==> config.mk <==
export PLATFORM = sky130hd
export DESIGN_NAME = noc_local_inject_arbiter_flat
export DESIGN_NICKNAME = d
export VERILOG_FILES = /design/src/rtl/noc_local_inject_arbiter_pkg.sv /design/src/rtl/noc_local_inject_arbiter_if.sv /design/src/rtl/noc_rr_arbiter.sv /design/src/rtl/noc_local_inject_arbiter.sv /design/src/flat_wrapper.sv
export SDC_FILE = /design/constraint.sdc
export NUM_CORES = 1
export LEC_CHECK = 0
export ABC_AREA = 1
export CORE_UTILIZATION = 44
export CTS_CLUSTER_DIAMETER = 60
export DETAILED_ROUTE_END_ITERATION = 10
export PLACE_DENSITY_LB_ADDON = 0.25
export SYNTH_ARGS = -nofsm -noshare
export SYNTH_HDL_FRONTEND = slang
export SYNTH_SLANG_ARGS = --single-unit
==> constraint.sdc <==
create_clock -name clock -period 3 [get_ports clock]
set_input_delay 0.9 -clock clock [delete_from_list [all_inputs] [get_ports clock]]
set_output_delay 0.9 -clock clock [all_outputs]
set_load 0.01 [all_outputs]
==> src/rtl/noc_local_inject_arbiter_pkg.sv <==
// Shared definitions for the local-port injection arbiter: flit width and packet FSM states.
package noc_local_inject_arbiter_pkg;

  localparam int unsigned TAM_FLIT = 16;

  typedef enum logic [2:0] {
    S_IDLE,
    S_HEADER,
    S_SIZE,
    S_PAYLOAD,
    S_DONE
  } inject_state_t;

  function automatic int unsigned wrap_inc(input int unsigned idx, input int unsigned n);
    return (idx + 1 >= n) ? 0 : idx + 1;
  endfunction

endpackage

==> src/rtl/noc_local_inject_arbiter_if.sv <==
// Requester-side and router-local-port signals of the injection arbiter.
interface noc_local_inject_arbiter_if #(
  parameter int unsigned N_REQ    = 4,
  parameter int unsigned TAM_FLIT = noc_local_inject_arbiter_pkg::TAM_FLIT,
  parameter int unsigned CNT_W    = 16
);
  logic [N_REQ-1:0]          req;
  logic [N_REQ*TAM_FLIT-1:0] req_target;
  logic [N_REQ*TAM_FLIT-1:0] req_size;
  logic [N_REQ*TAM_FLIT-1:0] pl_data;
  logic [N_REQ-1:0]          pl_valid;
  logic [N_REQ-1:0]          pl_ready;
  logic [N_REQ-1:0]          grant;
  logic [N_REQ-1:0]          done;
  logic                      tx;
  logic [TAM_FLIT-1:0]       data_out;
  logic                      credit_i;
  logic                      busy;
  logic [CNT_W-1:0]          pkt_count;

  modport master (
    output req, req_target, req_size, pl_data, pl_valid, credit_i,
    input  pl_ready, grant, done, tx, data_out, busy, pkt_count
  );

  modport slave (
    input  req, req_target, req_size, pl_data, pl_valid, credit_i,
    output pl_ready, grant, done, tx, data_out, busy, pkt_count
  );
endinterface

==> src/rtl/noc_rr_arbiter.sv <==
// Combinational round-robin pick: first requester at or after rr_ptr, wrapping.
module noc_rr_arbiter #(
  parameter int unsigned N_REQ = 4,
  parameter int unsigned IDX_W = 2
) (
  input  logic [N_REQ-1:0] req,
  input  logic [IDX_W-1:0] rr_ptr,
  output logic [N_REQ-1:0] grant,
  output logic [IDX_W-1:0] idx,
  output logic             any
);
  logic [IDX_W-1:0] cand;

  always_comb begin
    grant = '0;
    idx   = '0;
    any   = 1'b0;
    cand  = '0;
    for (int unsigned i = 0; i < N_REQ; i++) begin
      cand = IDX_W'((32'(rr_ptr) + i) % N_REQ);
      if (!any && req[cand]) begin
        any         = 1'b1;
        grant[cand] = 1'b1;
        idx         = cand;
      end
    end
  end
endmodule

==> src/rtl/noc_local_inject_arbiter.sv <==
// Shares one router local input among N_REQ requesters; serialises header, size and payload flits.
module noc_local_inject_arbiter #(
  parameter int unsigned N_REQ    = 4,
  parameter int unsigned TAM_FLIT = noc_local_inject_arbiter_pkg::TAM_FLIT,
  parameter int unsigned CNT_W    = 16
) (
  input logic                     clock,
  input logic                     reset,
  noc_local_inject_arbiter_if.slave bus
);
  import noc_local_inject_arbiter_pkg::*;

  localparam int unsigned IDX_W = $clog2(N_REQ);

  inject_state_t       state_q, state_d;
  logic [N_REQ-1:0]    arb_grant, grant_q;
  logic [IDX_W-1:0]    arb_idx, owner_q, rr_ptr_q;
  logic                arb_any;
  logic [TAM_FLIT-1:0] target_q, size_q, remaining_q;
  logic [TAM_FLIT-1:0] sel_target, sel_size, owner_data;
  logic                owner_valid, xfer;
  logic [CNT_W-1:0]    pkt_count_q;
  logic                tx_d;
  logic [TAM_FLIT-1:0] data_d;
  logic [N_REQ-1:0]    grant_d, done_d, ready_d;

  noc_rr_arbiter #(.N_REQ(N_REQ), .IDX_W(IDX_W)) u_rr (
    .req    (bus.req),
    .rr_ptr (rr_ptr_q),
    .grant  (arb_grant),
    .idx    (arb_idx),
    .any    (arb_any)
  );

  // Muxes keyed by one-hot vectors keep every slice index constant.
  always_comb begin
    sel_target  = '0;
    sel_size    = '0;
    owner_data  = '0;
    owner_valid = 1'b0;
    for (int unsigned i = 0; i < N_REQ; i++) begin
      if (arb_grant[i]) begin
        sel_target = bus.req_target[i*TAM_FLIT +: TAM_FLIT];
        sel_size   = bus.req_size[i*TAM_FLIT +: TAM_FLIT];
      end
      if (grant_q[i]) begin
        owner_data  = bus.pl_data[i*TAM_FLIT +: TAM_FLIT];
        owner_valid = bus.pl_valid[i];
      end
    end
  end

  always_comb begin
    state_d = state_q;
    tx_d    = 1'b0;
    data_d  = '0;
    grant_d = '0;
    done_d  = '0;
    ready_d = '0;
    xfer    = 1'b0;
    case (state_q)
      S_IDLE: if (arb_any) state_d = S_HEADER;
      S_HEADER: begin
        grant_d = grant_q;
        tx_d    = 1'b1;
        data_d  = target_q;
        if (bus.credit_i) state_d = S_SIZE;
      end
      S_SIZE: begin
        grant_d = grant_q;
        tx_d    = 1'b1;
        data_d  = size_q;
        if (bus.credit_i) state_d = (size_q != '0) ? S_PAYLOAD : S_DONE;
      end
      S_PAYLOAD: begin
        grant_d = grant_q;
        tx_d    = owner_valid;
        data_d  = owner_data;
        xfer    = owner_valid & bus.credit_i;
        ready_d = grant_q & {N_REQ{xfer}};
        if (xfer && remaining_q == TAM_FLIT'(1)) state_d = S_DONE;
      end
      S_DONE: begin
        grant_d = grant_q;
        done_d  = grant_q;
        state_d = S_IDLE;
      end
      default: state_d = S_IDLE;
    endcase
  end

  always_ff @(posedge clock) begin
    if (reset) begin
      state_q     <= S_IDLE;
      grant_q     <= '0;
      owner_q     <= '0;
      target_q    <= '0;
      size_q      <= '0;
      remaining_q <= '0;
      rr_ptr_q    <= '0;
      pkt_count_q <= '0;
    end else begin
      state_q <= state_d;
      case (state_q)
        S_IDLE: if (arb_any) begin
          grant_q  <= arb_grant;
          owner_q  <= arb_idx;
          target_q <= sel_target;
          size_q   <= sel_size;
        end
        S_SIZE:    remaining_q <= size_q;
        S_PAYLOAD: if (xfer) remaining_q <= remaining_q - TAM_FLIT'(1);
        S_DONE: begin
          pkt_count_q <= pkt_count_q + CNT_W'(1);
          rr_ptr_q    <= IDX_W'(wrap_inc(32'(owner_q), N_REQ));
        end
        default: ;
      endcase
    end
  end

  assign bus.tx        = tx_d;
  assign bus.data_out  = data_d;
  assign bus.grant     = grant_d;
  assign bus.done      = done_d;
  assign bus.pl_ready  = ready_d;
  assign bus.busy      = (state_q != S_IDLE);
  assign bus.pkt_count = pkt_count_q;
endmodule

==> src/flat_wrapper.sv <==
// flat-port wrapper written by rule: the top's interface ports become plain ports
module noc_local_inject_arbiter_flat import noc_local_inject_arbiter_pkg::*;
#(
  parameter int unsigned N_REQ    = 4,
  parameter int unsigned TAM_FLIT = noc_local_inject_arbiter_pkg::TAM_FLIT,
  parameter int unsigned CNT_W    = 16
)
  (clock, reset, bus_req, bus_req_target, bus_req_size, bus_pl_data, bus_pl_valid, bus_credit_i, bus_pl_ready, bus_grant, bus_done, bus_tx, bus_data_out, bus_busy, bus_pkt_count);
  noc_local_inject_arbiter_if #(.N_REQ(N_REQ), .TAM_FLIT(TAM_FLIT), .CNT_W(CNT_W)) bus_i ();
  input logic clock;
  input logic reset;
  input wire logic [$bits(bus_i.req)-1:0] bus_req;
  input wire logic [$bits(bus_i.req_target)-1:0] bus_req_target;
  input wire logic [$bits(bus_i.req_size)-1:0] bus_req_size;
  input wire logic [$bits(bus_i.pl_data)-1:0] bus_pl_data;
  input wire logic [$bits(bus_i.pl_valid)-1:0] bus_pl_valid;
  input wire logic [$bits(bus_i.credit_i)-1:0] bus_credit_i;
  output wire logic [$bits(bus_i.pl_ready)-1:0] bus_pl_ready;
  output wire logic [$bits(bus_i.grant)-1:0] bus_grant;
  output wire logic [$bits(bus_i.done)-1:0] bus_done;
  output wire logic [$bits(bus_i.tx)-1:0] bus_tx;
  output wire logic [$bits(bus_i.data_out)-1:0] bus_data_out;
  output wire logic [$bits(bus_i.busy)-1:0] bus_busy;
  output wire logic [$bits(bus_i.pkt_count)-1:0] bus_pkt_count;
  assign bus_i.req = bus_req;
  assign bus_i.req_target = bus_req_target;
  assign bus_i.req_size = bus_req_size;
  assign bus_i.pl_data = bus_pl_data;
  assign bus_i.pl_valid = bus_pl_valid;
  assign bus_i.credit_i = bus_credit_i;
  assign bus_pl_ready = bus_i.pl_ready;
  assign bus_grant = bus_i.grant;
  assign bus_done = bus_i.done;
  assign bus_tx = bus_i.tx;
  assign bus_data_out = bus_i.data_out;
  assign bus_busy = bus_i.busy;
  assign bus_pkt_count = bus_i.pkt_count;
  noc_local_inject_arbiter #(.N_REQ(N_REQ), .TAM_FLIT(TAM_FLIT), .CNT_W(CNT_W)) u_core (.clock(clock), .reset(reset), .bus(bus_i));
endmodule
== Word level (Yosys, flattened, before mapping) ==
Index checks and enable logic that the tools add are counted.

* Bits in registers: 75
* Latch bits: 0
* RAM bits: 0
* ROM bits: 0
* Logic and storage cells: 117
* Memories: 0

* Add/sub/neg operators: 6
* Multipliers: 0
* Div/mod/pow operators: 0
* $lt $le $gt $ge: 9
* Equality and inequality tests: 10
* Shift operators: 0
* Multiplexer cells: 59
* Bitwise gates (word level): 5
* Reduce and logical (&&, ||, !) cells: 20

{| class="wikitable"
|+ Operator list
! kind !! count
|-
| 16-bit two-way mux || 13
|-
| 16-bit case mux with 3 select lines || 1
|-
| 16-bit case mux with 2 select lines || 1
|-
| 4-bit two-way mux || 7
|-
| 1-bit two-way mux || 17
|-
| 16-bit by 1-bit adder with 16-bit output (second input constant) || 1
|-
| 16-bit by 1-bit == test with 1-bit output (second input constant) || 1
|-
| 16-bit nonzero test || 1
|-
| 16-bit by 1-bit subtractor with 16-bit output (second input constant) || 1
|-
| 3-bit two-way mux || 5
|-
| 2-bit by 3-bit less-than comparator with 1-bit output (second input constant) || 4
|-
| 4-bit OR || 3
|-
| 3-bit case mux with 4 select lines || 1
|-
| 2-bit two-way mux || 5
|-
| 1-bit binary-select mux with 2-bit select || 4
|-
| 1-bit demux with 2-bit select || 4
|-
| 2-bit by 1-bit greater-or-equal comparator with 1-bit output (second input constant) || 4
|-
| 1-bit logical AND || 8
|-
| 3-bit by 2-bit == test with 1-bit output (second input constant) || 2
|-
| 2-bit by 1-bit inequality test with 1-bit output (second input constant) || 3
|-
| 2-bit adder (second input constant) || 2
|-
| 4-bit AND || 1
|-
| 2-bit inequality test (second input constant) || 2
|-
| 2-bit AND reduction || 2
|-
| other kinds (14) || 16
|}

== Longest topological paths before layout ==
Gate-level depths: netlist of the first run.

* Word-level depth: 16
* Gate-level depth with buffers: 16

== By module ==
A second synthesis of the first run with hierarchy kept.

* Cells, all modules: 945
* Area, all modules: 5741.8 um2

{| class="wikitable"
|+ Modules (own cells, without submodules)
! module !! times used !! cells an instance !! area an instance (um2) !! sequential area each (um2)
|-
| noc_local_inject_arbiter || 1 || 871 || 5306.3 || 1501.4
|-
| noc_rr_arbiter || 1 || 74 || 435.4 || 0.0
|}

== Worst setup path after synthesis of the first run ==
Ideal clock, no wire load.

* Path kind: input to output
* Start: input bus_pl_valid[1]
* End: output bus_pl_ready[0]
* Arrival time: 1.620 ns
* Data required time: 2.100 ns
* Slack: 0.480 ns
* Stages on the path: 6
* Path buffers: 0
* Cells stage by stage: a21oi_1 -> nand2_1 -> o21ai_1 -> a21oi_1 -> nand3_1 -> nor2_1

* Word-level cells in the longest chain between the ends: 6

{| class="wikitable"
|+ Ends and longest elaborated chain
! item !! line !! text
|-
| from (decl) || flat_wrapper.sv:16 || <nowiki>input wire logic [$bits(bus_i.pl_valid)-1:0] bus_pl_valid;</nowiki>
|-
| 1-bit two-way mux (3 in a row) || noc_local_inject_arbiter.sv:46 || <nowiki>if (grant_q[i]) begin</nowiki>
|-
| 1-bit AND || noc_local_inject_arbiter.sv:79 || <nowiki>xfer = owner_valid & bus.credit_i;</nowiki>
|-
| 4-bit AND || noc_local_inject_arbiter.sv:80 || <nowiki>ready_d = grant_q & {N_REQ{xfer}};</nowiki>
|-
| 4-bit two-way mux || noc_local_inject_arbiter.sv:61 || <nowiki>case (state_q)</nowiki>
|-
| to (decl) || flat_wrapper.sv:18 || <nowiki>output wire logic [$bits(bus_i.pl_ready)-1:0] bus_pl_ready;</nowiki>
|}

Every way passes these cells.

== Final worst setup path of the first run ==
* Start: input bus_credit_i
* End: output bus_pl_ready[0]

* Word-level cells in the longest chain between the ends: 3

{| class="wikitable"
|+ Ends and longest elaborated chain
! item !! line !! text
|-
| from (decl) || flat_wrapper.sv:17 || <nowiki>input wire logic [$bits(bus_i.credit_i)-1:0] bus_credit_i;</nowiki>
|-
| 1-bit AND || noc_local_inject_arbiter.sv:79 ||
|-
| 4-bit AND || noc_local_inject_arbiter.sv:80 ||
|-
| 4-bit two-way mux || noc_local_inject_arbiter.sv:61 ||
|}

Every way passes these cells.

==> out/qor.txt, run 1 <==
Initial antenna violation count = 0
Post-synthesis cell type count = 37
Final HPWL DP = 16600 um
Fin util = 71.1%
Beginning of the critical path = bus_credit_i
Maxcap violations = 0
DR WL/cell = 15.1 um
Post-Syn Nets = 1210
Longest Clk Path Bufs = 2
Die Span X = 118 um
Top-area cell type share of the netlist area = 25.5%
Largest net degree at the start of global routing = 66
Max Slew Vio Count = 0
Post-synthesis sequential area ratio = 25.5%
Vias = 7507
Slew margin rel. = 44.1%
Synth top area cells = dfxtp_1 (25%), nand2_1 (18%), a21oi_1 (14%)
Final setup violation count = 0
Clk_skew = 0.00893 ns
Fin. Hold Viols = 0
Core ar. = 0.0128 mm^2
DIE AREA = 0.0139 mm^2
WP data arrival = 2.07 ns
Synthesis-stage register bit count = 75
Routability Congestion = 0.939
Asr flop ratio synth = 0%
DRT iter0 DRCs = 473
Mapped cell area = 0.00590 mm^2
Layout cell share with drive strength beyond 1 = 11.8%
Commonest non-fill, non-tap cell in the layout = nand2_1
# rows = 41
Fin crit period = 2.97 ns
GR Util All Layers = 30.4%
Inserted Clock Buffers = 9
Ys Warns = 0
Residual DRC count = 0
First-pass GRT wire length = 34100 um
Fmax = 0.337 GHz
Req. time, crit path = 2.10 ns
Drt total wl = 21500 um
Maximum VDD drop = 0.401 mV
Post-route clock period utilization = 98.8%
EDFF count, synth = 0
Initial core utilization = 46.0%
Commonest non-fill, non-tap cells in the layout = nand2_1 (282), clkdlybuf4s50_1 (213), a21oi_1 (163), inv_1 (130), dfxtp_1 (73)
Most used flip-flop cell after synthesis = dfxtp_1
I/O pin total = 249
Die Y = 118 um
Crit Path Category = in2out
Avg Vias per Cell = 5.28
Via count of the first global-routing pass = 7071
Area Overhead vs Synth = 54.6%
Detailed Routing Iterations Pass 1 = 5
PortBufs = 248
Pwr/cell area = 782 mW/mm^2
Syn_area_per_cell = 5.92 um^2
Final net count = 1460
Synth area leader = dfxtp_1
Worst slew pin tran = 0.837 ns
Status = finished clean
Worst slack at placement = -0.720 ns
Overflow after GRT = 0
Clk_lat worst skew = 0.34 ns
Nature of the critical path startpoint = input pin
Fin Setup TNS = 0 ns
Worst Slack Setup Final = 0.0347 ns
Leakage power = 4.15 nW
CP endpoint kind = primary output
Root buf cell = clkbuf_16
# clock sinks = 75
Mapped Cells = 996
HP Start = u_core.target_q[8]$_SDFFE_PP0P_
ANT cells = 0
Routed Antenna Nets = 0
Worst r2r src = u_core.rr_ptr_q[0]$_SDFFE_PP0N_
Crit path max fanout = 3
H-tree depth = 3
HP Class = reg2reg
TritonCTS clock tree = built
Reg clk slew, reported paths = 0.06 ns
==> final timing paths <==
check	to	slack [ns]	cells after the start
worst max-delay path	bus_pl_ready[0]	0.03	5
worst min-delay path	u_core.target_q[8]$_SDFFE_PP0P_	0.47	2
worst max register to register	u_core.size_q[4]$_SDFFE_PP0P_	0.29	14
worst min register to register	u_core.target_q[8]$_SDFFE_PP0P_	0.47	2
==> through the flow <==
stage,total power (W),cells,hold WS [ns],area [um^2]
floorplan,0.00422,996,0.439,5900
global placement,0.00583,1404,0.452,8790
detailed placement,0.00590,1404,0.455,8790
CTS,0.00702,1423,0.465,9070
global route,0.00770,1423,0.484,9120
finish,0.00712,1423,0.465,9120
==> sequential cells by signal (all words and copies together), names as in the netlist <==
register	count
u_core.grant_q	4
u_core.remaining_q	16
u_core.size_q	16
u_core.state_q	3
u_core.bus.pkt_count	16
u_core.owner_q	2
u_core.rr_ptr_q	2
u_core.target_q	16
==> cells by family (layout without fill, tap and decap cells) <==
family	after synthesis	count (layout)	share of synthesized area (%)
AND/OR/NAND/NOR	399	399	27.5
flip-flops	75	75	25.5
XOR/XNOR	8	8	1.19
AO/OA/AOI/OAI	307	307	29.6
buffers and inverters	196	451	13.9
adder cells (fa/ha/maj)	11	11	2.33
==> Yosys cell counts, drive strengths merged (5+ instances only) <==
cell and instances:
inv 136, nor4 6, a22oi 16, nand4 7, xor2 6, nor2 60, clkbuf 34, nand2 289
nand3 22, buf 26, a211oi 5, o221ai 16, a21oi 182, dfxtp 75, nor3 13, ha 11
o21ai 77
==> routing by layer <==
layer	global-route usage, %	wire length (um)	part of all wire (%)
met1	36.4	8970	42
met2	52.4	10200	47
met3	7.07	1720	8.0
met4	11.3	675	3.1
met5	0	0	0
==> critical path, stage by stage <==
cell and delay (ns):
clkdlybuf4s50_1 0.58, nand3_2 0.20, buf_6 0.16, nor2_2 0.09, buf_2 0.13
==> area by class of cell <==
type	count	area [um^2]
Clock inverter	7	85.1
Inverter	136	513
Multi-Input combinational cell	725	3660
Fill cell	1156	3710
Clock buffer	9	225
Tap cell	172	215
Sequential cell	75	1500
Timing Repair Buffer	299	2910
==> repair_timing <==
action,4_1_cts,5_1_grt
buffers inserted,3,0
hold buffers,0,0
gates resized for setup,120,31
pin swaps,13,10
endpoints found under the hold margin,0,0
gates cloned,0,0
endpoints found under the setup margin,25,20
==> where the power goes <==
part | total (W) | switching (W) | internal (W)
clock | 0.00113 | 0.000472 | 0.000659
combinational | 0.00442 | 0.00262 | 0.00181
sequential | 0.00157 | 0.000266 | 0.00131
(Power assumes the default switching activity.)
==> run 2, diff against run 1 <==
- CELL_PAD_IN_SITES_DETAIL_PLACEMENT: unset -> 1
- CELL_PAD_IN_SITES_GLOBAL_PLACEMENT: unset -> 1
- CORE_UTILIZATION: 44 -> 29
- SLEW_MARGIN: unset -> 20
==> out/qor.txt, run 2 (same netlist as run 1, synthesis figures left out) <==
Status = finished clean
Critical path's slowest cell = clkdlybuf4s50_1
Post-route clock period utilization = 98.7%
Maxcap violations = 0
Fmax = 0.338 GHz
ANT cells = 0
Crit-path cells = clkdlybuf4s50_1, a22oi_1, o21ai_0, o21ai_0, o221ai_1, buf_2
Fin util = 46.4%
Final net count = 1453
Reg clk slew, reported paths = 0.06 ns
CP endpoint kind = primary output
Maximum VDD drop = 0.353 mV
Fin crit period = 2.96 ns
Layout cell share with drive strength beyond 1 = 10.7%
Via count of the first global-routing pass = 7516
WP data arrival = 2.06 ns
Routed Antenna Nets = 0
Fin. Hold Viols = 0
Avg Vias per Cell = 4.91
Routability Congestion = 0.857
Die Y = 145 um
TritonCTS clock tree = built
Initial core utilization = 29.9%
Clk_lat worst skew = 0.34 ns
Final instance area = 0.00915 mm^2
GR Util All Layers = 23.4%
Worst path max stage delay = 0.46 ns
Die Span X = 145 um
Worst slew pin tran = 0.943 ns
Leakage power = 4.07 nW
# clock sinks = 75
Area Overhead vs Synth = 55.2%
Drt total wl = 24500 um
Overflow after GRT = 0
Most Frequent Cell on Critical Path = o21ai_0
Vias = 7415
DIE AREA = 0.0209 mm^2
PortBufs = 248
I/O pin total = 249
DR WL/cell = 16.2 um
Crit Path Category = in2out
Commonest non-fill, non-tap cell in the layout = nand2_1
Crit path max fanout = 1
Largest net degree at the start of global routing = 66
DRT iter0 DRCs = 304
First-pass GRT wire length = 37900 um
Req. time, crit path = 2.10 ns
Root buf cell = clkbuf_16
Pwr/cell area = 786 mW/mm^2
Initial antenna violation count = 0
Fill cells = 2604
H-tree depth = 3
RSZ-0062 raised after global routing = true
Nature of the critical path startpoint = input pin
Slew margin rel. = 37.1%
Longest Clk Path Bufs = 2
Final HPWL DP = 19400 um
# rows = 51
Core ar. = 0.0197 mm^2
Clk_skew = 0.00730 ns
Detailed Routing Iterations Pass 1 = 4
Inserted Clock Buffers = 9
Placement-stage cell area = 0.00884 mm^2
Commonest non-fill, non-tap cells in the layout = nand2_1 (283), clkdlybuf4s50_1 (219), a21oi_1 (163), inv_1 (129), dfxtp_1 (75)
HP Class = reg2reg
Residual DRC count = 0
Final setup violation count = 0
Max Slew Vio Count = 0
[run 2: cell count changes in the layout (fill, tap and decap cells not counted), moves of 3 or more]
cell / previous run / this run
o221ai_2: 3 / 0
clkinv_4: 4 / 1
o21ai_1: 23 / 11
buf_4: 37 / 33
o21ai_2: 4 / 1
dlygate4sd2_1: 6 / 3
clkdlybuf4s50_1: 213 / 219
o21ai_0: 49 / 64
o221ai_1: 13 / 16
buf_6: 5 / 1
[run 2: per-layer routing]
| layer | track usage, % | share of wire (%) |
|---|---|---|
| met4 | 6.15 | 1.8 |
| met3 | 4.27 | 4.6 |
| met5 | 0 | 0 |
| met1 | 27.4 | 42 |
| met2 | 43.3 | 52 |
[run 2: final cells by class]
cell class | count | area, um^2 | share of cell area [%]
tap | 265 | 332 | 3.62
sequential | 75 | 1500 | 16.4
timing repair buffer | 292 | 2840 | 31.0
clock buffer | 10 | 239 | 2.61
clock inverter | 6 | 88.8 | 0.971
inverter | 136 | 510 | 5.58
multi-input combinational | 725 | 3640 | 39.8
[run 2: worst paths after layout]
path                                                       startpoint                                    end  slack [ns]  cells past startpoint
worst max-delay path                                  bus_pl_data[16]                        bus_data_out[0]        0.04                      6
worst min-delay path            u_core.bus.pkt_count[15]$_SDFFE_PP0N_  u_core.bus.pkt_count[15]$_SDFFE_PP0N_        0.46                      2
worst max register to register        u_core.rr_ptr_q[1]$_SDFFE_PP0N_        u_core.target_q[6]$_SDFFE_PP0P_        0.34                     14
worst min register to register  u_core.bus.pkt_count[15]$_SDFFE_PP0N_  u_core.bus.pkt_count[15]$_SDFFE_PP0N_        0.46                      2
[run 2: through the flow]
stage / total power, W / hold slack, ns / TNS, ns / std cells / worst slack, ns
CTS: 0.00722 / 0.465 / 0 / 1507 / 0.00374
global route: 0.00782 / 0.482 / -0.130 / 1509 / -0.0303
floorplan: 0.00422 / 0.439 / 0 / 996 / 0.480
global placement: 0.00591 / 0.450 / -8.89 / 1489 / -0.638
finish: 0.00719 / 0.464 / 0 / 1509 / 0.0397
detailed placement: 0.00600 / 0.455 / -9.69 / 1489 / -0.663
[run 2: worst max-delay path: cells and delay by family]
kind / cells / cell delay [ns]
compound gates: 4 / 0.51
buf+inv: 2 / 0.64
[run 2: where the power goes]
| part | switching, W | internal (W) | total [W] |
|---|---|---|---|
| registers | 0.000287 | 0.00131 | 0.00159 |
| logic | 0.00264 | 0.00177 | 0.00441 |
| clock network | 0.000442 | 0.000751 | 0.00119 |
| total | 0.00337 | 0.00382 | 0.00719 |
[run 2: repair_timing]
action                     4_1_cts  5_1_grt
pin swaps                        9        7
gates resized for setup        105       19
setup endpoints to repair       25       19
setup buffers                    2        2
hold buffers                     0        0
